`src/rtl/axis_pkg.sv`:
```
// axis_pkg: shared beat type, widths and frame-state enum for the AXI-Stream receive stage
package axis_pkg;
  localparam int AXIS_DATA_W = 32;
  localparam int AXIS_STRB_W = 4;
  localparam int AXIS_USER_W = 2;
  typedef struct packed {
    logic [AXIS_DATA_W-1:0] tdata;
    logic [AXIS_STRB_W-1:0] tstrb;
    logic [AXIS_STRB_W-1:0] tkeep;
    logic                   tlast;
    logic [AXIS_USER_W-1:0] tuser;
  } axis_beat_t;
  typedef enum logic {S_IDLE, S_FRAME} frame_state_t;
  function automatic logic is_null(input axis_beat_t b);
    return b.tkeep == '0 && !b.tlast;
  endfunction
endpackage

```
`src/rtl/axis_rx_fifo.sv`:
```
// axis_rx_fifo: synchronous beat FIFO (wr_vld/wr_rdy in, rd_vld/rd_rdy/rd_data out, zero data when empty)
module axis_rx_fifo import axis_pkg::*; #(
  parameter int FIFO_DEPTH = 8
) (
  input  logic       clk,
  input  logic       rst_n,
  input  logic       wr_vld,
  output logic       wr_rdy,
  input  axis_beat_t wr_data,
  output logic       rd_vld,
  input  logic       rd_rdy,
  output axis_beat_t rd_data
);
  localparam int AW = $clog2(FIFO_DEPTH);
  axis_beat_t mem_q [FIFO_DEPTH];
  logic [AW-1:0] wr_ptr_q, wr_ptr_d, rd_ptr_q, rd_ptr_d;
  logic [AW:0] cnt_q, cnt_d;
  logic wr, rd;
  always_comb begin
    wr_rdy = cnt_q < (AW+1)'(FIFO_DEPTH);
    rd_vld = cnt_q != '0;
    wr = wr_vld && wr_rdy;
    rd = rd_vld && rd_rdy;
    rd_data = rd_vld ? mem_q[rd_ptr_q] : '0;
    wr_ptr_d = wr ? wr_ptr_q + 1'b1 : wr_ptr_q;
    rd_ptr_d = rd ? rd_ptr_q + 1'b1 : rd_ptr_q;
    cnt_d = (wr && !rd) ? cnt_q + 1'b1 : (rd && !wr) ? cnt_q - 1'b1 : cnt_q;
  end
  always_ff @(posedge clk or negedge rst_n) begin
    if (!rst_n) begin
      wr_ptr_q <= '0;
      rd_ptr_q <= '0;
      cnt_q <= '0;
    end else begin
      wr_ptr_q <= wr_ptr_d;
      rd_ptr_q <= rd_ptr_d;
      cnt_q <= cnt_d;
    end
  end
  always_ff @(posedge clk) begin
    if (wr) mem_q[wr_ptr_q] <= wr_data;
  end
endmodule

```
`src/rtl/axis_slave.sv`:
```
// axis_slave: AXI-Stream receive stage (axis_* in, buffered bk_* valid/ready out, frame_done/beat_cnt/nordy status)
module axis_slave import axis_pkg::*; #(
  parameter int FIFO_DEPTH = 8,
  parameter int BK_RDY_TIMEOUT = 5,
  parameter int CNT_W = 8
) (
  input  logic                   axi_aclk,
  input  logic                   axi_aresetn,
  input  logic                   axis_tvalid,
  input  logic [AXIS_DATA_W-1:0] axis_tdata,
  input  logic [AXIS_STRB_W-1:0] axis_tstrb,
  input  logic [AXIS_STRB_W-1:0] axis_tkeep,
  input  logic                   axis_tlast,
  input  logic [AXIS_USER_W-1:0] axis_tuser,
  output logic                   axis_tready,
  output logic                   bk_valid,
  output logic [AXIS_DATA_W-1:0] bk_data,
  output logic [AXIS_STRB_W-1:0] bk_tstrb,
  output logic [AXIS_STRB_W-1:0] bk_tkeep,
  output logic [AXIS_USER_W-1:0] bk_user,
  output logic                   bk_last,
  input  logic                   bk_ready,
  output logic                   bk_frame_done,
  output logic [CNT_W-1:0]       bk_beat_cnt,
  output logic                   bk_nordy
);
  localparam int SW = $clog2(BK_RDY_TIMEOUT + 1);
  axis_beat_t in_beat, head;
  frame_state_t state_q, state_d;
  logic run_q, fifo_rdy, rd, complete, done_q, done_d;
  logic [CNT_W-1:0] cnt_q, cnt_d, cnt_inc, beat_cnt_q, beat_cnt_d;
  logic [SW-1:0] stall_q, stall_d;
  assign in_beat = '{axis_tdata, axis_tstrb, axis_tkeep, axis_tlast, axis_tuser};
  axis_rx_fifo #(.FIFO_DEPTH(FIFO_DEPTH)) u_fifo (
    .clk(axi_aclk),
    .rst_n(axi_aresetn),
    .wr_vld(axis_tvalid && run_q && !is_null(in_beat)),
    .wr_rdy(fifo_rdy),
    .wr_data(in_beat),
    .rd_vld(bk_valid),
    .rd_rdy(bk_ready),
    .rd_data(head)
  );
  always_comb begin
    axis_tready = run_q && fifo_rdy;
    bk_data = head.tdata;
    bk_tstrb = head.tstrb;
    bk_tkeep = head.tkeep;
    bk_user = head.tuser;
    bk_last = head.tlast;
    bk_frame_done = done_q;
    bk_beat_cnt = beat_cnt_q;
    bk_nordy = stall_q >= SW'(BK_RDY_TIMEOUT);
    rd = bk_valid && bk_ready;
    complete = rd && bk_last;
    cnt_inc = &cnt_q ? cnt_q : cnt_q + 1'b1;
    state_d = rd ? (bk_last ? S_IDLE : S_FRAME) : state_q;
    cnt_d = complete ? '0 : rd ? cnt_inc : cnt_q;
    done_d = complete;
    beat_cnt_d = complete ? cnt_inc : beat_cnt_q;
    stall_d = (!bk_valid || rd) ? '0 : bk_nordy ? stall_q : stall_q + 1'b1;
  end
  always_ff @(posedge axi_aclk or negedge axi_aresetn) begin
    if (!axi_aresetn) begin
      run_q <= 1'b0;
      state_q <= S_IDLE;
      cnt_q <= '0;
      done_q <= 1'b0;
      beat_cnt_q <= '0;
      stall_q <= '0;
    end else begin
      run_q <= 1'b1;
      state_q <= state_d;
      cnt_q <= cnt_d;
      done_q <= done_d;
      beat_cnt_q <= beat_cnt_d;
      stall_q <= stall_d;
    end
  end
endmodule

```
`config.mk`:
```
export PLATFORM = sky130hd
export DESIGN_NAME = axis_slave
export DESIGN_NICKNAME = d
export VERILOG_FILES = /design/src/rtl/axis_pkg.sv /design/src/rtl/axis_rx_fifo.sv /design/src/rtl/axis_slave.sv
export SDC_FILE = /design/constraint.sdc
export NUM_CORES = 1
export LEC_CHECK = 0
export ABC_AREA = 1
export CORE_ASPECT_RATIO = 0.7
export CORE_UTILIZATION = 40
export CTS_CLUSTER_DIAMETER = 100
export DETAILED_ROUTE_END_ITERATION = 8
export GPL_ROUTABILITY_DRIVEN = 0
export PLACE_DENSITY_LB_ADDON = 0.2
export SLEW_MARGIN = 25
export SYNTH_ARGS = -nofsm -noshare
export SYNTH_HDL_FRONTEND = slang
export SYNTH_SLANG_ARGS = --single-unit
```
`constraint.sdc`:
```
create_clock -name axi_aclk -period 9.4 [get_ports axi_aclk]
set_input_delay 2.82 -clock axi_aclk [delete_from_list [all_inputs] [get_ports axi_aclk]]
set_output_delay 2.82 -clock axi_aclk [all_outputs]
set_load 0.05 [all_outputs]
```
==> results of run 1 <==
==> synth_stat cells, types with 7 or more instances <==
cell      number
nand2_1       89
inv_1         27
nand3_2        9
o21ai_0      174
buf_4          7
dfrtp_1       31
ha_1           8
nand4_1        7
edfxtp_1     344
o22ai_1       84
nand3_1       14
clkbuf_1      23
o21ai_1       40
buf_6         13
nor2_1       270
buf_2         21
==> registers in the layout (all words and copies together), names as in the netlist <==
register,count
run_q,1
stall_q,3
cnt_q,8
u_fifo.mem_q,344
u_fifo.rd_ptr_q,3
bk_frame_done,1
u_fifo.cnt_q,4
bk_beat_cnt,8
u_fifo.wr_ptr_q,3
==> area by class of cell <==
type | instances | area (sq um)
clock buffer | 45 | 977.2
clock inverter | 25 | 234.0
fill | 3352 | 19440
inverter | 31 | 125.1
multi-input combinational | 724 | 3558
sequential | 375 | 11110
tap | 488 | 610.6
timing repair buffer | 117 | 1144
==> worst min-delay path, delay by kind of cell, from the launching register on <==
family	cells	cell delay, ps
AND/OR/NAND/NOR	2	100
flip-flops	1	340
==> worst paths after layout <==
check                      cells after the start                 end                from  slack, ps
setup reg to reg                              10            cnt_q[3]  u_fifo.rd_ptr_q[1]       6130
hold reg to reg                                2      bk_beat_cnt[6]      bk_beat_cnt[6]        470
setup / recovery                               7         bk_data[24]  u_fifo.rd_ptr_q[0]       2320
min in group asynchronous                      2       bk_frame_done         axi_aresetn       2690
hold / removal                                 2      bk_beat_cnt[6]      bk_beat_cnt[6]        470
max in group asynchronous                      2  u_fifo.rd_ptr_q[0]         axi_aresetn       6370
==> power groups by stage <==
stage | Sequential [W] | Combinational, W | Clock, W
after floorplan | 0.00205 | 0.00188 | 0
after global placement | 0.00207 | 0.00262 | 0
after detailed placement | 0.00207 | 0.00263 | 0
after CTS | 0.00204 | 0.00264 | 0.00153
after global routing | 0.00205 | 0.00283 | 0.00159
final | 0.00204 | 0.00262 | 0.00149
==> routing by layer <==
layer / track usage, % / wire, um / vias to the layer above
met5: 0 / 0 / -
met4: 4.964 / 624 / 0
met3: 3.092 / 1727 / 46
met2: 28.75 / 15970 / 230
met1: 27.53 / 17750 / 4738
li1: - / - / 4521
==> layout by cell type, fill, tap and decap left out, types with 9 or more instances in the layout <==
cell type	synthesis	routed
clkdlybuf4s50_1	0	101
o21ai_0	174	174
edfxtp_1	344	344
clkbuf_16	0	38
clkinv_1	1	13
nor2_4	1	9
inv_1	27	27
nor2_1	270	262
o22ai_1	84	84
nand3_1	14	14
nand3_2	9	9
o21ai_1	40	40
dfrtp_1	31	28
buf_4	7	15
nand2_1	89	89
==> metrics by stage <==
| stage | setup WS (ps) | std cells | cell area, sq um | utilization (%) | hold slack [ps] |
|---|---|---|---|---|---|
| 5_1_grt | 2071 | 1805 | 17760 | 47.74 | 493.8 |
| 3_3_place_gp | 2901 | 1734 | 16530 | 44.42 | 459.5 |
| 4_1_cts | 2291 | 1805 | 17760 | 47.74 | 477.3 |
| 2_1_floorplan | 3750 | 1201 | 15160 | - | 478.7 |
| 3_5_place_dp | 2869 | 1735 | 16550 | 44.48 | 460.8 |
| 6_report | 2316 | 1805 | 17760 | 47.74 | 471.4 |
==> kinds of logic (layout without fill, tap and decap cells) <==
family / count (synthesis) / in the layout / share of synthesized area, %
xor+xnor: 10 / 10 / 0.5779
buf+inv: 102 / 218 / 3.641
flops: 375 / 375 / 73.28
compound gates: 303 / 303 / 10.73
fa+ha+maj: 9 / 9 / 0.7926
simple gates: 401 / 401 / 10.96
other cells: 1 / 1 / 0.02474
==> results.json, run 1 <==
{
  "start_kind": "flop",
  "grt_usage_pct": 18.70,
  "min_period_ps": 7084,
  "crit_required_ps": 6580,
  "cts.repair.resized": 0,
  "synth_edf_count": 344,
  "clockPowerShare_pct": 24.2,
  "run_status": "finished, final reports clean",
  "crit_top_cell": "nor2_1",
  "synth_nets": 1257,
  "synth_flop_cell": "edfxtp_1",
  "cts_tree": "yes",
  "seq_area_frac_synth_pct": 73.28,
  "dieArea_sq_um": 38680,
  "diodes": 0,
  "critPathKind": "reg -> out",
  "postCtsSetupRepairBufs": 0,
  "syn_to_final_growth_pct": 17.19,
  "drc": 0,
  "clock_skew_ps": 16.56,
  "tightest_slew_ps": 1016,
  "slew_viol_final": 0,
  "p_leak_nw": 6.056,
  "clk_pin_slew_ps": 60,
  "crit_chain": "inv_6, buf_4, o21ai_0, o22ai_1, nor2_1, nor2_1, clkdlybuf4s50_1",
  "antenna_found_initial": 0,
  "synth_seq_cells": 375,
  "p_sw_w": 0.002580,
  "vias_per_cell": 5.283,
  "overflow": 0,
  "postCtsHoldBufs": 0,
  "grt_start_max_net_pins": 104,
  "ys_warn_count": 0,
  "switching_share_pct": 41.97,
  "routed_wl_mm": 36.07,
  "synthArstFlopShare_pct": 8.267,
  "relSlewSlack_pct": 32.24,
  "drt_first_pass_iters": 5,
  "detail-route-antenna-nets": 0,
  "cts_buffer_depth": 3,
  "wl_per_cell_um": 19.98,
  "numPortBuffers": 101,
  "grt_pass1_vias": 9304,
  "finalSetupTns_ps": 0,
  "ioPinCount": 102,
  "cts-root-buf": "clkbuf_16",
  "crit_family": "buffers and inverters",
  "nets": 1343,
  "netlist_area_sq_um": 15160,
  "cpPeakStageDelay_ps": 850,
  "yosysTopAreaCell": "edfxtp_1",
  "numCtsBuffers": 38,
  "hpwl_mm": 18.01,
  "hold_path.class": "reg -> reg",
  "die_x_um": 234.7,
  "yosysTopAreaCellShare_pct": 68.16,
  "cts_sinks": 375,
  "arrival_ps": 4260,
  "cap_viol_max_count": 0,
  "layout-drive-gt1-share_pct": 7.517,
  "seqPwrFrac_pct": 33.1,
  "path_buf_inv": 3,
  "cp_max_fo": 103,
  "synth_cell_type_count": 38,
  "start_util_pct": 40.74,
  "dieHeight_um": 164.9,
  "vdd_drop_max_v": 0.0002753,
  "num_rows": 59,
  "timing.final.crit_share_pct": 75.36,
  "synth_area_leaders": "edfxtp_1 68%, nor2_1 6.7%, o21ai_0 5.7%",
  "syn_area_per_cell_sq_um": 12.62,
  "hold_violations": 0,
  "rsz0062_at_grt": "no",
  "intPower_w": 0.003567,
  "clock_latency_ps": 540,
  "p_total_w": 0.006148,
  "core_area_sq_um": 37210,
  "finalSetupViolations": 0,
  "slowest_stage": "clkdlybuf4s50_1",
  "dr.first_iter.drc_count": 885,
  "vias": 9535,
  "power.density_nw_per_um2": 346.1,
  "end_kind": "primary output",
  "htreeDepth": 2,
  "pwr-share-comb_pct": 42.7,
  "syn_inst": 1201,
  "fmax_mhz": 141.2,
  "grt_pass1_wl_mm": 55.52
}
(Power assumes the default switching activity.)
==> inputs of run 2 (changes only) <==
Clock period 9.4 ns to 6.8 ns, I/O delays scaled along.
==> run 2 against run 1 <==
Clock power rose by 34%. Largest power group unchanged. Flip-flop and latch count unchanged. Total power grew 38%. Sequential power up 36%. Combinational power rose by 41%. Clock-buffer cell count is 6 higher. Non-clock buffer count grew 4. Register-to-register slack got worse by 2600 ps.
==> results.json, run 2 (synthesized netlist as in run 1, its figures left out) <==
{
  "die_x_um": 234.7,
  "cp_max_fo": 87,
  "end_kind": "primary output",
  "vias_per_cell": 5.284,
  "layout-drive-gt1-share_pct": 7.879,
  "htreeDepth": 2,
  "postCtsSetupRepairBufs": 0,
  "cts.repair.resized": 0,
  "clock_latency_ps": 530,
  "start_kind": "flop",
  "grt_usage_pct": 18.73,
  "drc": 0,
  "vdd_drop_max_v": 0.0003524,
  "crit_required_ps": 4760,
  "hold_violations": 0,
  "dieHeight_um": 164.9,
  "drt_first_pass_iters": 5,
  "dieArea_sq_um": 38680,
  "final_common_cell": "edfxtp_1",
  "rsz0062_at_grt": "no",
  "hpwl_mm": 18.96,
  "reg2reg_slack_ps": 3580,
  "detail-route-antenna-nets": 0,
  "num_rows": 59,
  "slew_viol_final": 0,
  "hold_start": "bk_beat_cnt[2]",
  "power.density_nw_per_um2": 475.1,
  "finalSetupTns_ps": 0,
  "clk_pin_slew_ps": 60,
  "slowest_stage": "clkdlybuf4s50_1",
  "critPathKind": "reg -> out",
  "numCtsBuffers": 38,
  "largest_register_ffs": 344,
  "dr.first_iter.drc_count": 803,
  "clock_skew_ps": 14.46,
  "start_util_pct": 40.74,
  "path_buf_inv": 2,
  "final_core_util_pct": 47.91,
  "tightest_slew_ps": 1020,
  "arrival_ps": 3390,
  "cts_tree": "yes",
  "rr_worst_depth": 13,
  "ioPinCount": 102,
  "cpPeakStageDelay_ps": 860,
  "overflow": 0,
  "finalSetupViolations": 0,
  "crit_chain": "buf_4, o21ai_0, o22ai_1, o21ai_0, nor2_1, clkdlybuf4s50_1",
  "cap_viol_max_count": 0,
  "timing.final.crit_share_pct": 79.79,
  "r2r-start": "u_fifo.cnt_q[3]",
  "fmax_mhz": 184.3,
  "grt_start_max_net_pins": 175,
  "run_status": "finished, final reports clean",
  "cts-root-buf": "clkbuf_16",
  "relSlewSlack_pct": 32.01,
  "syn_to_final_growth_pct": 17.62,
  "hold_depth": 2,
  "wl_per_cell_um": 19.92,
  "postCtsHoldBufs": 0,
  "registers.top_by_ff_count": "u_fifo.mem_q",
  "p_leak_nw": 6.086,
  "min_period_ps": 5425,
  "nets": 1347,
  "cts_sinks": 375,
  "vias": 9554,
  "p_total_w": 0.008469,
  "core_area_sq_um": 37210,
  "numPortBuffers": 101,
  "grt_pass1_wl_mm": 55.50,
  "diodes": 0,
  "antenna_found_initial": 2,
  "final_cell_mix": "344 x edfxtp_1, 262 x nor2_1, 174 x o21ai_0",
  "routed_wl_mm": 36.02,
  "cts_buffer_depth": 3,
  "crit_family": "buffers and inverters",
  "hold_path.class": "reg -> reg",
  "grt_pass1_vias": 9097,
  "hold_end": "bk_beat_cnt[2]",
  "r2r-end": "u_fifo.cnt_q[3]",
  "crit_top_cell": "o21ai_0"
}
-- run 2: how the worst max path moves through the flow --
stage,end,cells past startpoint,slack [ps],startpoint
after floorplan,u_fifo.mem_q[0][0],4,1930,axis_tvalid
after global placement,bk_tkeep[2],6,1960,u_fifo.rd_ptr_q[1]
after detailed placement,u_fifo.mem_q[1][24],8,1920,axis_tkeep[0]
after CTS,bk_data[16],6,1380,u_fifo.rd_ptr_q[1]
after global routing,bk_data[14],6,1200,u_fifo.rd_ptr_q[1]
final,bk_tkeep[2],6,1370,u_fifo.rd_ptr_q[1]
-- run 2: layer usage --
metal / GRT usage (%) / wire length, um / up-vias
met1: 27.40 / 17310 / 4714
met3: 3.343 / 2100 / 46
li1: - / - / 4518
met5: 0 / 24 / -
met2: 29.07 / 16060 / 272
met4: 4.456 / 532 / 4
-- run 2: layout make-up --
class,count,area [sq um]
Fill cell,3336,19380
Sequential cell,375,11110
Multi-Input combinational cell,724,3558
Timing Repair Buffer,121,1249
Clock buffer,51,1064
Tap cell,488,610.6
Inverter,31,121.4
Clock inverter,18,111.4
-- run 2: per-stage QoR --
step	hold slack, ps	worst slack, ps	instances	instance area, sq um
after floorplan	478.7	1930	1201	15160
after global placement	459.1	1959	1739	16650
after detailed placement	461.9	1915	1739	16650
after CTS	477.6	1385	1808	17830
after global routing	495.2	1204	1808	17830
final	472.5	1375	1808	17830
-- run 2: power breakdown --
group,internal (W),total [W],switching (W)
sequential,0.00270,0.00277,0.0000736
clock,0.00114,0.00200,0.000863
combinational,0.00108,0.00370,0.00262
-- run 2: worst reg2reg max path: cells and delay by family (launching register included) --
| kind | cells | cell delay, ps |
|---|---|---|
| flops | 1 | 430 |
| buf+inv | 3 | 560 |
| compound gates | 1 | 140 |
| simple gates | 6 | 1300 |
| xor+xnor | 1 | 140 |
| fa+ha+maj | 2 | 560 |
==> inputs of run 3 (changes only) <==
Clock period 6.8 ns to 4.6 ns, I/O delays scaled along.
==> run 3 against run 2 <==
Critical path depth did not move. Global-route usage fell by 0.28 points. Register-to-register slack got worse by 2200 ps. Final area rose by 2.8%. Utilization rose by 1.4 points. Clock skew rose by 7.6 ps. Via count rose by 0.51%. Flip-flop and latch count did not move. Highest routed layer is now met4.
==> results.json, run 3 (synthesized netlist as in run 1, its figures left out) <==
{
  "numCtsBuffers": 38,
  "crit_required_ps": 3220,
  "nets": 1356,
  "stdcell_count": 1816,
  "final_common_cell": "edfxtp_1",
  "rr_worst_depth": 14,
  "clockPowerShare_pct": 21.6,
  "hpwl_mm": 19.31,
  "end_kind": "primary output",
  "postCtsHoldBufs": 0,
  "crit_end": "bk_tkeep[2]",
  "reg2reg_slack_ps": 1420,
  "grt_pass1_vias": 9336,
  "grt_start_max_net_pins": 175,
  "routed_wl_mm": 35.51,
  "overflow": 0,
  "cp_max_fo": 30,
  "intPower_w": 0.008091,
  "syn_to_final_growth_pct": 20.94,
  "cts.repair.resized": 0,
  "power.density_nw_per_um2": 740.0,
  "vias_per_cell": 5.288,
  "hold_violations": 0,
  "cp-startpoint": "u_fifo.rd_ptr_q[1]",
  "vias": 9603,
  "dp_slack_ps": 627.6,
  "cts_tree": "yes",
  "clock_skew_ps": 22.06,
  "critPathKind": "reg -> out",
  "dieHeight_um": 164.9,
  "rsz0062_at_grt": "no",
  "nFillCells": 3262,
  "registers.top_by_ff_count": "u_fifo.mem_q",
  "cts_sinks": 375,
  "seqPwrFrac_pct": 30.5,
  "final_cell_mix": "344 x edfxtp_1, 262 x nor2_1, 174 x o21ai_0",
  "finalSetupTns_ps": 0,
  "numPortBuffers": 101,
  "start_kind": "flop",
  "arrival_ps": 2800,
  "grt_usage_pct": 18.45,
  "htreeDepth": 2,
  "layout-drive-gt1-share_pct": 11.75,
  "relSlewSlack_pct": 46.90,
  "vdd_drop_max_v": 0.0006612,
  "wl_per_cell_um": 19.55,
  "hold_path.class": "reg -> reg",
  "register_area_sq_um": 11110,
  "largest_register_ffs": 344,
  "cts_buffer_depth": 3,
  "hold_start": "bk_beat_cnt[1]",
  "p_total_w": 0.01356,
  "ioPinCount": 102,
  "pwr-share-comb_pct": 47.8,
  "switching_share_pct": 40.35,
  "place_inst": 1748,
  "r2r-end": "u_fifo.cnt_q[3]",
  "r2r-start": "u_fifo.cnt_q[3]",
  "finalSetupViolations": 0,
  "diodes": 0,
  "dieArea_sq_um": 38680,
  "core_area_sq_um": 37210,
  "clock_latency_ps": 540,
  "p_leak_nw": 6.366,
  "drc": 0,
  "timing.final.crit_share_pct": 90.83,
  "fmax_mhz": 239.3,
  "final_core_util_pct": 49.27,
  "dr.first_iter.drc_count": 756,
  "multi_input_area_sq_um": 3558,
  "cts-root-buf": "clkbuf_16",
  "drt_first_pass_iters": 6,
  "antenna_found_initial": 0,
  "start_util_pct": 40.74,
  "die_x_um": 234.7,
  "cap_viol_max_count": 0,
  "p_sw_w": 0.005474,
  "num_rows": 59,
  "detail-route-antenna-nets": 0,
  "clk_pin_slew_ps": 60,
  "run_status": "finished, final reports clean",
  "slew_viol_final": 0,
  "tightest_slew_ps": 794.0,
  "grt_pass1_wl_mm": 54.85,
  "postCtsSetupRepairBufs": 0,
  "setup_slack_ps": 421.7,
  "min_period_ps": 4178
}
[run 3: changes by cell type in the layout (fill, tap and decap cells not counted), moves of 3 or more]
cell             before  now
buf_12                7   51
buf_4                13   21
clkbuf_1             10   14
clkbuf_16            41   38
clkdlybuf4s50_1     101   58
clkinv_1              8    3
[run 3: layer usage]
layer / track usage, % / share of wire (%)
met3: 2.908 / 5.6
met4: 4.934 / 1.7
met1: 26.88 / 48
met5: 0 / 0
met2: 28.84 / 45
[run 3: area by class of cell]
class	instances	share of cell area, %
clock buffer	54	5.625
clock inverter	14	0.7509
inverter	31	0.6621
multi-input combinational	724	19.41
sequential	375	60.62
tap	488	3.331
timing repair buffer	130	9.597
[run 3: worst min path at each step]
stage                     slack [ps]               to  cells past startpoint
after CTS                        470   bk_beat_cnt[1]                      2
after global placement           460   bk_beat_cnt[1]                      2
after floorplan                  480  u_fifo.cnt_q[2]                      2
after detailed placement         460   bk_beat_cnt[1]                      2
final                            470   bk_beat_cnt[1]                      2
after global routing             490   bk_beat_cnt[1]                      2
[run 3: worst max-delay path, stage by stage (launching register included)]
cell,delay [ps]
dfrtp_2,780
buf_4,460
o21ai_0,200
o22ai_1,250
nor2_1,60
nor2_1,310
buf_12,180
[run 3: per-stage QoR]
stage	instance area (sq um)	hold WS [ps]
final	18330	471.3
after global routing	18330	492.3
after CTS	18330	474.6
after detailed placement	17160	459.6
after global placement	17160	457.8
after floorplan	15160	478.7
[run 3: power by group through the flow]
stage / clock [W] / sequential [W] / combinational [W]
5_1_grt: 0.00312 / 0.00417 / 0.00692
4_1_cts: 0.00300 / 0.00414 / 0.00656
3_5_place_dp: 0 / 0.00421 / 0.00653
3_3_place_gp: 0 / 0.00421 / 0.00650
6_report: 0.00294 / 0.00414 / 0.00649
2_1_floorplan: 0 / 0.00420 / 0.00385
